$ cat src/rtl/pcm_framer.sv
// PCM TDM framer: 4-deep code FIFO feeding a sync-slot-led serial frame, MSB first.
// Optional macro PCM_FRAMER_EVEN_INV_EN applies A-law even-bit inversion to DATA words.
module pcm_framer #(
  parameter int          SLOTS     = 4,
  parameter int          CLK_DIV   = 4,
  parameter logic [7:0]  SYNC_WORD = 8'h9B,
  parameter logic [7:0]  IDLE_CODE = 8'hD5
) (
  input  logic       clk,
  input  logic       rst,
  input  logic [7:0] code_in,
  input  logic       code_valid,
  output logic       code_ready,
  output logic       ser_out,
  output logic       bit_en,
  output logic       frame_sync,
  output logic       underrun,
  output logic [2:0] fifo_level
);

  localparam int DW = (CLK_DIV > 1) ? $clog2(CLK_DIV) : 1;
  localparam int SW = (SLOTS > 1) ? $clog2(SLOTS) : 1;

`ifdef PCM_FRAMER_EVEN_INV_EN
  localparam logic [7:0] DATA_XOR = 8'h55;
`else
  localparam logic [7:0] DATA_XOR = 8'h00;
`endif

  typedef enum logic [1:0] {SYNC, DATA, FILL} state_t;

  state_t          state_q, state_d;
  logic [DW-1:0]   div_q;
  logic [2:0]      bit_q;
  logic [SW-1:0]   slot_q, slot_next;
  logic [7:0]      shreg_q, shreg_d;
  logic [7:0]      mem [4];
  logic [1:0]      wr_ptr, rd_ptr;
  logic [2:0]      count_q;
  logic            tick, load, push, pop, under;

  assign tick      = (div_q == DW'(CLK_DIV - 1));
  assign load      = tick && (bit_q == 3'd7);
  assign slot_next = (slot_q == SW'(SLOTS - 1)) ? '0 : slot_q + SW'(1);
  assign push      = code_valid && code_ready;

  // Load decision uses the pre-push occupancy, so a same-cycle push never bypasses into this slot.
  always_comb begin
    state_d = state_q;
    shreg_d = shreg_q;
    pop     = 1'b0;
    under   = 1'b0;
    if (load) begin
      if (slot_next == '0) begin
        state_d = SYNC;
        shreg_d = SYNC_WORD;
      end else if (count_q != 3'd0) begin
        state_d = DATA;
        shreg_d = mem[rd_ptr] ^ DATA_XOR;
        pop     = 1'b1;
      end else begin
        state_d = FILL;
        shreg_d = IDLE_CODE;
        under   = 1'b1;
      end
    end else if (tick) begin
      shreg_d = {shreg_q[6:0], 1'b0};
    end
  end

  always_ff @(posedge clk) begin
    if (rst) begin
      div_q   <= '0;
      bit_q   <= '0;
      slot_q  <= '0;
      state_q <= SYNC;
      shreg_q <= SYNC_WORD;
      wr_ptr  <= '0;
      rd_ptr  <= '0;
      count_q <= '0;
    end else begin
      div_q   <= tick ? '0 : div_q + DW'(1);
      if (tick) bit_q <= bit_q + 3'd1;
      if (load) slot_q <= slot_next;
      state_q <= state_d;
      shreg_q <= shreg_d;
      if (push) wr_ptr <= wr_ptr + 2'd1;
      if (pop)  rd_ptr <= rd_ptr + 2'd1;
      unique case ({push, pop})
        2'b10:   count_q <= count_q + 3'd1;
        2'b01:   count_q <= count_q - 3'd1;
        default: count_q <= count_q;
      endcase
    end
  end

  always_ff @(posedge clk) begin
    if (push) mem[wr_ptr] <= code_in;
  end

  assign code_ready = (count_q != 3'd4);
  assign fifo_level = count_q;
  assign ser_out    = shreg_q[7];
  assign bit_en     = tick;
  assign frame_sync = (state_q == SYNC) && (bit_q == 3'd0);
  assign underrun   = under;

endmodule

$ cat config.mk
export PLATFORM = sky130hd
export DESIGN_NAME = pcm_framer
export DESIGN_NICKNAME = d
export VERILOG_FILES = /design/src/rtl/pcm_framer.sv
export SDC_FILE = /design/constraint.sdc
export NUM_CORES = 1
export LEC_CHECK = 0
export ABC_AREA = 1
export CORE_MARGIN = 4
export CORE_UTILIZATION = 45
export CTS_CLUSTER_DIAMETER = 200
export DETAILED_ROUTE_END_ITERATION = 6
export GPL_TIMING_DRIVEN = 1
export PLACE_DENSITY = 0.74
export SLEW_MARGIN = 0
export SYNTH_ARGS = -nofsm -noshare
export SYNTH_HDL_FRONTEND = slang
export SYNTH_SLANG_ARGS = --single-unit
$ cat constraint.sdc
create_clock -name clk -period 2.3 [get_ports clk]
set_clock_uncertainty 0.05 [all_clocks]
set_input_delay 0.46 -clock clk [delete_from_list [all_inputs] [get_ports clk]]
set_output_delay 0.46 -clock clk [all_outputs]
set_load 0.01 [all_outputs]
* After elaboration in Yosys (flattened, before gate mapping)
Memories as Yosys holds them, arrays and structs flattened. A register that Yosys moved wholly into a read port is not among the register bits. Index checks and enable logic that the tools add are counted.
Word-level totals: logic and storage cells 50, input port bits 11, bits in registers 24, bits in writable memories 32, output and inout port bits 8, memories kept 1
Memories:
- mem | depth 4, width 8, rd ports 1, clocked after Yosys merged registers in 1, write ports 1, line 37 | logic [7:0] mem [4];
Operators by class: equal/unequal tests 6, add/sub/neg operators 7, reduce and logical (&&, ||, !) cells 10, mux-type cells 18
Operators by type and width (count):
- 8-bit two-way mux | 4
- 2-bit two-way mux | 5
- 2-bit by 1-bit adder with 2-bit output (second input constant) | 4
- 1-bit two-way mux | 8
- 3-bit by 1-bit adder with 3-bit output (second input constant) | 2
- 2-bit equality test (second input constant) | 3
- 3-bit one-hot mux with 2 select lines | 1
- 2-bit logical NOT | 2
- 2-bit nonzero test | 2
- 3-bit equality test (second input constant) | 1
- 1-bit logical AND | 3
- 3-bit logical NOT | 1
- 3-bit != test (second input constant) | 1
- 3-bit nonzero test | 1
- 3-bit by 1-bit subtractor with 3-bit output (second input constant) | 1
- 2-bit by 1-bit equality test with 1-bit output (second input constant) | 1
- 2-bit OR reduction | 1

* Logic depth before layout (Yosys ltp)
Gate-level depths: netlist of the first run.
word-level depth 7, mapped depth 13, gate-level depth less buffers 13

* Worst setup path before layout of the first run
Ideal clock, no wire load.
path kind flip-flop to flip-flop, start register bit_q[0], end register count_q[2] (netlist: fifo_level[2]), cell stages (with the launch flop) 14, buffers on the path 0, setup time 0.070 ns, data required time 2.180 ns, period minus slack after synthesis 2.252 ns, arrival time 2.133 ns, path slack 0.048 ns, cells stage by stage dfxtp_1 ha_1 ha_1 nand2_4 nor2_8 nand2_4 inv_6 ha_1 inv_1 fa_1 or2_2 nand2_1 o21ai_0 a21oi_1
On the way: cells in the longest elaborated chain, start to end 5, elaborated cells between the ends (all ways) 7, classes of those cells eq/ne: 3; mux: 2; reduce/logical: 2
Ends and longest elaborated chain:
- start, declared | line 34 | logic [2:0] bit_q;
- start signal, assigned | line 83 | if (tick) bit_q <= bit_q + 3'd1;
- 3-bit equality test (*) | line 43 | assign load = tick && (bit_q == 3'd7);
- 1-bit logical AND (*) | line 43
- 1-bit two-way mux (*) | line 53 | if (load) begin
- net pop | line 40 | logic tick, load, push, pop, under;
- 2-bit by 1-bit equality test with 1-bit output or 2-bit equality test (tied branches) | line 89 | unique case ({push, pop})
- 3-bit one-hot mux with 2 select lines or 2-bit nonzero test (tied branches)
- end signal, assigned | line 90 | 2'b10: count_q <= count_q + 3'd1;
- end signal, assigned | line 91 | 2'b01: count_q <= count_q - 3'd1;
- end signal, assigned | line 92 | default: count_q <= count_q;
- end, declared | line 39 | logic [2:0] count_q;
Mark *: on every way through the listed nets, which the timed path passes. The rest lies on a longest branch. A chain may end at the register's enable or synchronous reset.

* Final worst setup path of the first run
Same ends and word-level chain as after synthesis.

==> run summary, run 1 <==
Netlist Area Pre-Place = 0.00248 sq mm
Worst r2r src = bit_q[0]
Cts hold-fix bufs = 0
RR Endpoint = fifo_level[2]
Layout cell share with drive strength beyond 1 = 0.167
Vias = 1,773
Max Slew Vio Count = 0
Commonest non-fill, non-tap cell in the layout = nand2_1
CP Class = reg -> reg
Nets = 305
DIE WIDTH = 82.2 um
Final Hold Fails = 0
#FFs+latches synth = 58
RSZ-0062 raised after global routing = no
Clk sinks = 58
CP max-delay cell = dfxtp_2
CP Launch Type = flop
GR peak layer = met2
Hold EP = div_q[0]
Xor and xnor area share after synthesis = 0.00353
Routed Wire Length = 4820 um
R2R cell count = 13
Die Height = 82.2 um
DR WL/cell = 13.5 um
Residual overflow from global routing = 0
Via density = 4.97
ANT nets after route = 0
DRC violations left = 0
Commonest cells after routing, fill and taps aside = nand2_1 (45), edfxtp_1 (32), dfxtp_1 (24)
Main combinational cell family by area after synthesis = simple AND/OR/NAND/NOR gates
Worst path required time = 2.51 ns
Largest stage delay, worst path = 0.36 ns
First-pass GRT wire length = 7970 um
Post-layout util = 0.581
Slew HR = 0.740
Synth Area in Compound Gates = 0.0919
DRT Pass-1 Iters = 4
LEAKAGE = 1.22 nW
Min-Delay Path Depth = 1
Top-area cell type share of the netlist area = 0.388
Count of input and output buffers = 18
Synth Area in Simple Gates = 0.180
Syn avg cell area = 9.99 sq um
Worst path bufs/invs = 2
Crit path capture type = flop
CTS clk-pin slew, worst paths = 0.06 ns
Met3 usage = 0.0575
FF-to-FF setup slack = 0.13 ns
Initial antenna violation count = 0
Crit-path leading delay family = adder cells
RePlAce Congestion = 0.779
Antenna cells = 0
# IOs = 19
Met2 Use GR = 0.260
CP Cell Sequence = ha_4, ha_4, nand2_4, nor2_8, nand2_4, inv_6, ha_1, inv_1, fa_2, or2_2, nand2_2, o21ai_0, a21oi_1
Final worst path period share = 0.945
Max clock buf depth = 2
Adder-cell share of the synthesized area = 0.0636
CTS tree = built
Arr. time, crit path = 2.38 ns
Filler instances = 436
Min-delay src = div_q[0]
Post-Syn Instances = 248
Setup TNS = 0 ns
F_max = 460 MHz
Top post-synthesis cells by area = edfxtp_1 (39%), dfxtp_1 (21%), nand2_1 (7.1%)
Synth area leader = edfxtp_1
CP max FO = 3
CTS buffer count = 9
Largest net degree at the start of global routing = 16
Tmin final = 2.17 ns
Yosys cell types = 28
1st-iter DRT viols = 83
Synth Net Count = 271
Final setup fails = 0
Status = finished clean
Core area = 0.00524 sq mm
# rows = 26
Peak supply drop = 0.509 mV
DIE AREA = 0.00676 sq mm
H-tree depth = 3
Starting Density = 0.473
Root Driver = clkbuf_8
HP Class = reg -> reg
Synth-to-Final Area Change = 22.7%
Worst-Skew Late Latency = 0.33 ns
Vias in the first global route = 1,703
Max-cap violations = 0
Met1 global-route usage = 0.192
PD cells = 766 mW/mm^2
Synth warn = 0
Worst-Margin Slew = 0.387 ns
Sequential share of the synthesized area = 0.598
Post-synthesis mux area share = 0
DP HPWL = 3250 um
GRT Total Usage = 0.162
-- flip-flops by register name (all words and copies together), names as in the netlist, named ones only --
name	cells
mem	32
shreg_q	8
bit_q	3
fifo_level	3
div_q	2
rd_ptr	2
slot_q	2
state_q	2
wr_ptr	2
-- how the worst max path moves through the flow --
| stage | start | end | cells past startpoint |
|---|---|---|---|
| global placement | bit_q[0] | fifo_level[2] | 13 |
| detailed placement | bit_q[0] | fifo_level[2] | 13 |
| floorplan | bit_q[0] | fifo_level[2] | 13 |
| global route | bit_q[0] | fifo_level[2] | 13 |
| CTS | bit_q[0] | fifo_level[2] | 13 |
| finish | bit_q[0] | fifo_level[2] | 13 |
-- cells in the mapped netlist (all sizes together) --
cell / n
xor2: 1
a21oi: 23
ha: 11
nor3b: 1
nand3: 18
or2: 3
clkbuf: 2
nand2: 50
o21ai: 19
fa: 1
nor4: 1
buf: 6
edfxtp: 32
a31oi: 1
nor3: 3
inv: 26
dfxtp: 26
o211ai: 1
nor2: 23
-- final cells by class --
type                            instances  area, sq um  share of cell area
Clock buffer                           10          128              0.0420
Sequential cell                        58         1480               0.488
Inverter                               26          103              0.0337
Timing Repair Buffer                   31          282              0.0926
Tap cell                               70         87.6              0.0288
Multi-Input combinational cell        156          877               0.288
Clock inverter                          6         81.3              0.0267
-- logic make-up after synthesis --
family | count (synthesis)
adder cells (fa/ha/maj) | 12
XOR/XNOR | 1
AND/OR/NAND/NOR | 99
buffers and inverters | 34
AO/OA/AOI/OAI | 44
flip-flops | 58
-- timing repair --
item,CTS,global route
resized for setup,4,11
setup buffers,1,0
endpoints found under the setup margin,2,3
-- power breakdown --
| part | internal, mW | leakage (nW) | switching (mW) |
|---|---|---|---|
| registers | 1.15 | 0.507 | 0.0214 |
| logic | 0.0784 | 0.614 | 0.102 |
| clock network | 0.602 | 0.104 | 0.379 |
-- per-layer routing --
metal / vias up / wire [um]
met5: - / 0
met4: 0 / 92
met3: 7 / 253
met2: 40 / 2380
met1: 831 / 2100
li1: 895 / -
-- metrics by stage --
stage | cell area [sq um] | power [mW] | setup WS, ns | hold WS, ns | std cells
after floorplan | 2480 | 1.28 | 0.0477 | 0.354 | 248
after global placement | 2780 | 1.36 | 0.102 | 0.363 | 340
after detailed placement | 2780 | 1.37 | 0.0128 | 0.378 | 340
after CTS | 3000 | 2.35 | 0.00295 | 0.387 | 357
after global routing | 3040 | 2.43 | 0.0129 | 0.411 | 357
final | 3040 | 2.33 | 0.128 | 0.386 | 357
Note: power is estimated with default switching activity, not from simulation.
==> run 2, diff against run 1 <==
REMOVE_ABC_BUFFERS = 1   (was default)
==> run summary, run 2 (synthesis gave the netlist of run 1 again) <==
Status = finished clean
Filler instances = 443 (+1.6%)
Commonest non-fill, non-tap cell in the layout = nand2_1
PD cells = 770 mW/mm^2 (+0.57%)
1st-iter DRT viols = 144 (+73%)
Tmin final = 2.19 ns (+0.0202 ns)
Final worst path period share = 0.953 (+0.00878)
Post-layout util = 0.575 (-0.00549)
GRT Total Usage = 0.154 (-0.00733)
Largest register FFs = 32 (unchanged)
Clk sinks = 58 (unchanged)
H-tree depth = 3 (unchanged)
Min-delay src = div_q[0]
Final worst slack = 0.107 ns (-0.0202 ns)
Placement Setup Slack = 0.00982 ns (-0.00293 ns)
Via density = 4.84 (-2.6%)
Worst setup path startpoint = bit_q[0]
Final Hold Fails = 0 (unchanged)
Starting Density = 0.473 (unchanged)
Largest net degree at the start of global routing = 16 (unchanged)
LEAKAGE = 1.22 nW (about the same)
CP Launch Type = flop
Count of input and output buffers = 18 (unchanged)
Area of the multi-input gates = 852 sq um (-2.9%)
Vias in the first global route = 1,676 (-1.6%)
Biggest regs = mem: 32 flops, shreg_q: 8 flops
Root Driver = clkbuf_8
Antenna cells = 0 (unchanged)
WHS = 0.376 ns (-0.00977 ns)
DRT Pass-1 Iters = 4 (unchanged)
Slew HR = 0.723 (-0.0162)
Max clock buf depth = 2 (unchanged)
ANT nets after route = 0 (unchanged)
RSZ-0062 raised after global routing = yes
Arr. time, crit path = 1.68 ns (-0.70 ns)
DIE AREA = 0.00676 sq mm (unchanged)
# rows = 26 (unchanged)
Max Slew Vio Count = 0 (unchanged)
CP Class = reg -> out
Crit path capture type = output pin
Worst r2r src = bit_q[0]
Routed Wire Length = 4550 um (-5.7%)
Peak supply drop = 0.427 mV (-16%)
Worst-Skew Late Latency = 0.33 ns (about the same)
Total power = 2.32 mW (-0.39%)
HP Class = reg -> reg
CTS clk-pin slew, worst paths = 0.06 ns (about the same)
Vias = 1,727 (-2.6%)
Final setup fails = 0 (unchanged)
RR Endpoint = fifo_level[2]
Core area = 0.00524 sq mm (unchanged)
Layout cell share with drive strength beyond 1 = 0.153 (-0.0139)
# IOs = 19 (unchanged)
Nets = 305 (unchanged)
DP HPWL = 3190 um (-2.0%)
Synth-to-Final Area Change = 21.6%
F_max = 456 MHz (-0.92%)
Max-cap violations = 0 (unchanged)
Worst Setup EP = underrun
CTS buffer count = 9 (unchanged)
Initial antenna violation count = 0 (unchanged)
Die Height = 82.2 um (unchanged)
Commonest cells after routing, fill and taps aside = nand2_1 (46), edfxtp_1 (32), dfxtp_1 (24)
R2R cell count = 13 (unchanged)
DIE WIDTH = 82.2 um (unchanged)
Register area = 0.00148 sq mm (unchanged)
CP max FO = 3 (unchanged)
Largest Register = mem
DR WL/cell = 12.7 um (-5.7%)
Residual overflow from global routing = 0 (unchanged)
Worst-Margin Slew = 0.414 ns (+0.0268 ns)
RePlAce Congestion = 0.733 (-5.9%)
First-pass GRT wire length = 7560 um (-5.2%)
DRC violations left = 0 (unchanged)
Setup TNS = 0 ns (unchanged)
CTS tree = built
FF-to-FF setup slack = 0.11 ns (-0.02 ns)
Worst path required time = 1.79 ns (-0.72 ns)
-- run 2: worst min-delay path by stage --
stage / cells after the start / slack (ns) / to
finish: 1 / 0.38 / div_q[0]
CTS: 1 / 0.38 / div_q[0]
detailed placement: 1 / 0.37 / div_q[0]
floorplan: 1 / 0.35 / div_q[0]
global route: 1 / 0.38 / div_q[0]
global placement: 1 / 0.36 / div_q[0]
-- run 2: layer usage --
layer,wire length [um],part of all wire,GRT usage,vias up
met5,0,0,0,-
met4,61,0.013,0.0714,0
met3,253,0.056,0.0477,8
met2,2210,0.49,0.245,34
met1,2020,0.45,0.192,790
li1,-,-,-,895
-- run 2: stage by stage --
| stage | instances | area, sq um |
|---|---|---|
| 6_report | 357 | 3010 |
| 2_1_floorplan | 240 | 2420 |
| 3_3_place_gp | 340 | 2780 |
| 3_5_place_dp | 340 | 2780 |
| 4_1_cts | 356 | 2990 |
| 5_1_grt | 357 | 3010 |
-- run 2: repair_timing --
item                       CTS  global route
setup buffers                0             1
pin swaps                    0             1
setup endpoints to repair    1             3
hold buffers                 0             0
cloned                       0             0
gates resized for setup      2             8
-- run 2: where the power goes --
| group | total (mW) | switching (mW) | internal [mW] |
|---|---|---|---|
| registers | 1.16 | 0.0190 | 1.15 |
| clock network | 0.983 | 0.386 | 0.596 |
| logic | 0.172 | 0.0953 | 0.0768 |
-- run 2: cell type report --
| cell class | count | share of cell area |
|---|---|---|
| Sequential cell | 58 | 0.493 |
| Timing Repair Buffer | 31 | 0.0926 |
| Multi-Input combinational cell | 156 | 0.283 |
| Clock inverter | 7 | 0.0278 |
| Inverter | 26 | 0.0341 |
| Clock buffer | 9 | 0.0411 |
| Tap cell | 70 | 0.0291 |
-- run 2: critical path: stages, from the launching register on --
cell,delay [ns]
dfxtp_2,0.33
ha_1,0.14
ha_2,0.20
nand2_4,0.08
nor2_8,0.13
nand2_1,0.10
inv_1,0.11
dlygate4sd2_1,0.27
==> run 3, diff against run 2 <==
CELL_PAD_IN_SITES_DETAIL_PLACEMENT = 1   (was default)
CELL_PAD_IN_SITES_GLOBAL_PLACEMENT = 1   (was default)
CORE_UTILIZATION = 40   (was 45)
PLACE_DENSITY = 0.81   (was 0.74)
==> run summary, run 3 (synthesis gave the netlist of run 1 again) <==
Root Driver = clkbuf_8
CTS clk-pin slew, worst paths = 0.07 ns (about the same)
Residual overflow from global routing = 0 (unchanged)
Starting Density = 0.416 (-0.0571)
Biggest regs = mem: 32 flops, shreg_q: 8 flops
CP max-delay cell = dfxtp_2
H-tree depth = 3 (unchanged)
DRC violations left = 0 (unchanged)
CTS tree = built
Clk sinks = 58 (unchanged)
Routed Wire Length = 5720 um (+26%)
Largest register FFs = 32 (unchanged)
Worst-Skew Late Latency = 0.34 ns (about the same)
Total power = 2.38 mW (+2.4%)
Count of input and output buffers = 18 (unchanged)
Slew HR = 0.705 (-0.0187)
CP max FO = 2 (-1)
CTS buffer count = 9 (unchanged)
DIE AREA = 0.00752 sq mm (+11%)
Final non-filler cell total = 364 (+2.0%)
Max-cap violations = 0 (unchanged)
Placement Setup Slack = -0.00445 ns (-0.0143 ns)
DR WL/cell = 15.7 um (+23%)
PD cells = 773 mW/mm^2 (+0.46%)
DP HPWL = 3970 um (+24%)
Nets = 307 (+0.66%)
Antenna cells = 0 (unchanged)
Vias = 1,847 (+6.9%)
Status = finished clean
Max Slew Vio Count = 0 (unchanged)
CP Launch Type = flop
Final worst path period share = 0.959 (+0.00559)
Crit path capture type = output pin
Met2 wire len = 2910 um (+32%)
Crit path top cell by count = ha_4
Worst path bufs/invs = 3 (+1)
Worst path required time = 1.79 ns (about the same)
Top sig layer = met4
Peak supply drop = 0.356 mV (-17%)
Final setup fails = 0 (unchanged)
Met3 WL = 176 um (-30%)
ANT nets after route = 0 (unchanged)
# IOs = 19 (unchanged)
RSZ-0062 raised after global routing = no
First-pass GRT wire length = 9470 um (+25%)
Final worst slack = 0.0946 ns (-0.0129 ns)
Post-Route M1 WL = 2400 um (+19%)
LEAKAGE = 1.25 nW (+1.7%)
HP Class = reg -> reg
Synth-to-Final Area Change = 23.9%
Die Height = 86.7 um (+5.5%)
GRT Total Usage = 0.171 (+0.0163)
WHS = 0.396 ns (+0.0202 ns)
Core area = 0.00596 sq mm (+14%)
Layout cell share with drive strength beyond 1 = 0.170 (+0.0162)
Cts hold-fix bufs = 0 (unchanged)
# rows = 28 (+7.7%)
1st-iter DRT viols = 80 (-44%)
CP Class = reg -> out
Crit-path leading delay family = buffers and inverters
Largest Register = mem
DRT Pass-1 Iters = 4 (unchanged)
Final Hold Fails = 0 (unchanged)
Initial antenna violation count = 0 (unchanged)
Vias in the first global route = 1,939 (+16%)
Worst-Margin Slew = 0.442 ns (+0.0280 ns)
F_max = 453 MHz (-0.58%)
Placed Cells = 347 (+2.1%)
Max clock buf depth = 2 (unchanged)
RePlAce Congestion = 0.765 (+4.4%)
Largest net degree at the start of global routing = 16 (unchanged)
DIE WIDTH = 86.7 um (+5.5%)
Filler instances = 693 (+56%)
CP Cell Sequence = ha_4, ha_4, nand2_4, nor2_8, buf_4, nand2_1, inv_1, dlygate4sd2_1
Commonest non-fill, non-tap cell in the layout = nand2_1
Tmin final = 2.21 ns (+0.0129 ns)
Arr. time, crit path = 1.70 ns (+0.02 ns)
Via density = 5.07 (+4.9%)
Largest stage delay, worst path = 0.35 ns (+0.02 ns)
Commonest cells after routing, fill and taps aside = nand2_1 (46), edfxtp_1 (32), dfxtp_1 (24)
[run 3: changes by cell type in the layout (fill, tap and decap cells not counted), sizes merged]
| cell | change |
|---|---|
| clkinvlp | -1 |
| buf | +2 |
| clkinv | -1 |
| bufinv | -1 |
| clkbuf | +3 |
[run 3: repair_timing]
item | CTS | global route
setup endpoints to repair | 2 | 2
buffers inserted | 0 | 1
pin swaps | 0 | 2
cloned | 0 | 0
gates resized for setup | 4 | 9
[run 3: cell type report]
type                    instances  area [sq um]  area share
clock buffers                  12           178      0.0578
clock inverters                 4          45.0      0.0147
inverters                      26           103      0.0334
multi-input cells             156           875       0.285
flip-flops and latches         58          1480       0.483
well taps                      75          93.8      0.0305
repair buffers                 33           294      0.0957
[run 3: metal layers]
layer / global-route usage / up-vias
met5: 0 / -
met4: 0.109 / 0
met3: 0.0285 / 18
met2: 0.289 / 44
met1: 0.199 / 888
li1: - / 897
[run 3: power breakdown]
| group | switching (mW) | internal [mW] | leakage, nW |
|---|---|---|---|
| registers | 0.0242 | 1.15 | 0.507 |
| logic | 0.106 | 0.0813 | 0.622 |
| clock network | 0.392 | 0.626 | 0.116 |
[run 3: stage by stage]
stage,cell area [sq um],util,TNS [ns]
2_1_floorplan,2420,-,-0.0403
3_3_place_gp,2800,0.471,0
3_5_place_dp,2800,0.471,-0.00445
4_1_cts,3030,0.509,0
5_1_grt,3070,0.516,0
6_report,3070,0.516,0
[run 3: path summary, 6_finish.rpt]
path	startpoint	end	slack [ns]	cells past startpoint
setup / recovery	bit_q[0]	underrun	0.09	8
hold / removal	div_q[0]	div_q[0]	0.40	1
hold reg to reg	div_q[0]	div_q[0]	0.40	1
setup reg to reg	bit_q[0]	fifo_level[2]	0.14	13
[run 3: worst register-to-register path, stage by stage (launching register included)]
cell     delay [ns]
dfxtp_2        0.35
ha_4           0.14
ha_4           0.14
nand2_4        0.07
nor2_8         0.13
nand2_4        0.08
inv_6          0.06
ha_1           0.14
inv_2          0.05
fa_2           0.35
or2_4          0.25
nand2_2        0.07
o21ai_0        0.07
a21oi_1        0.13
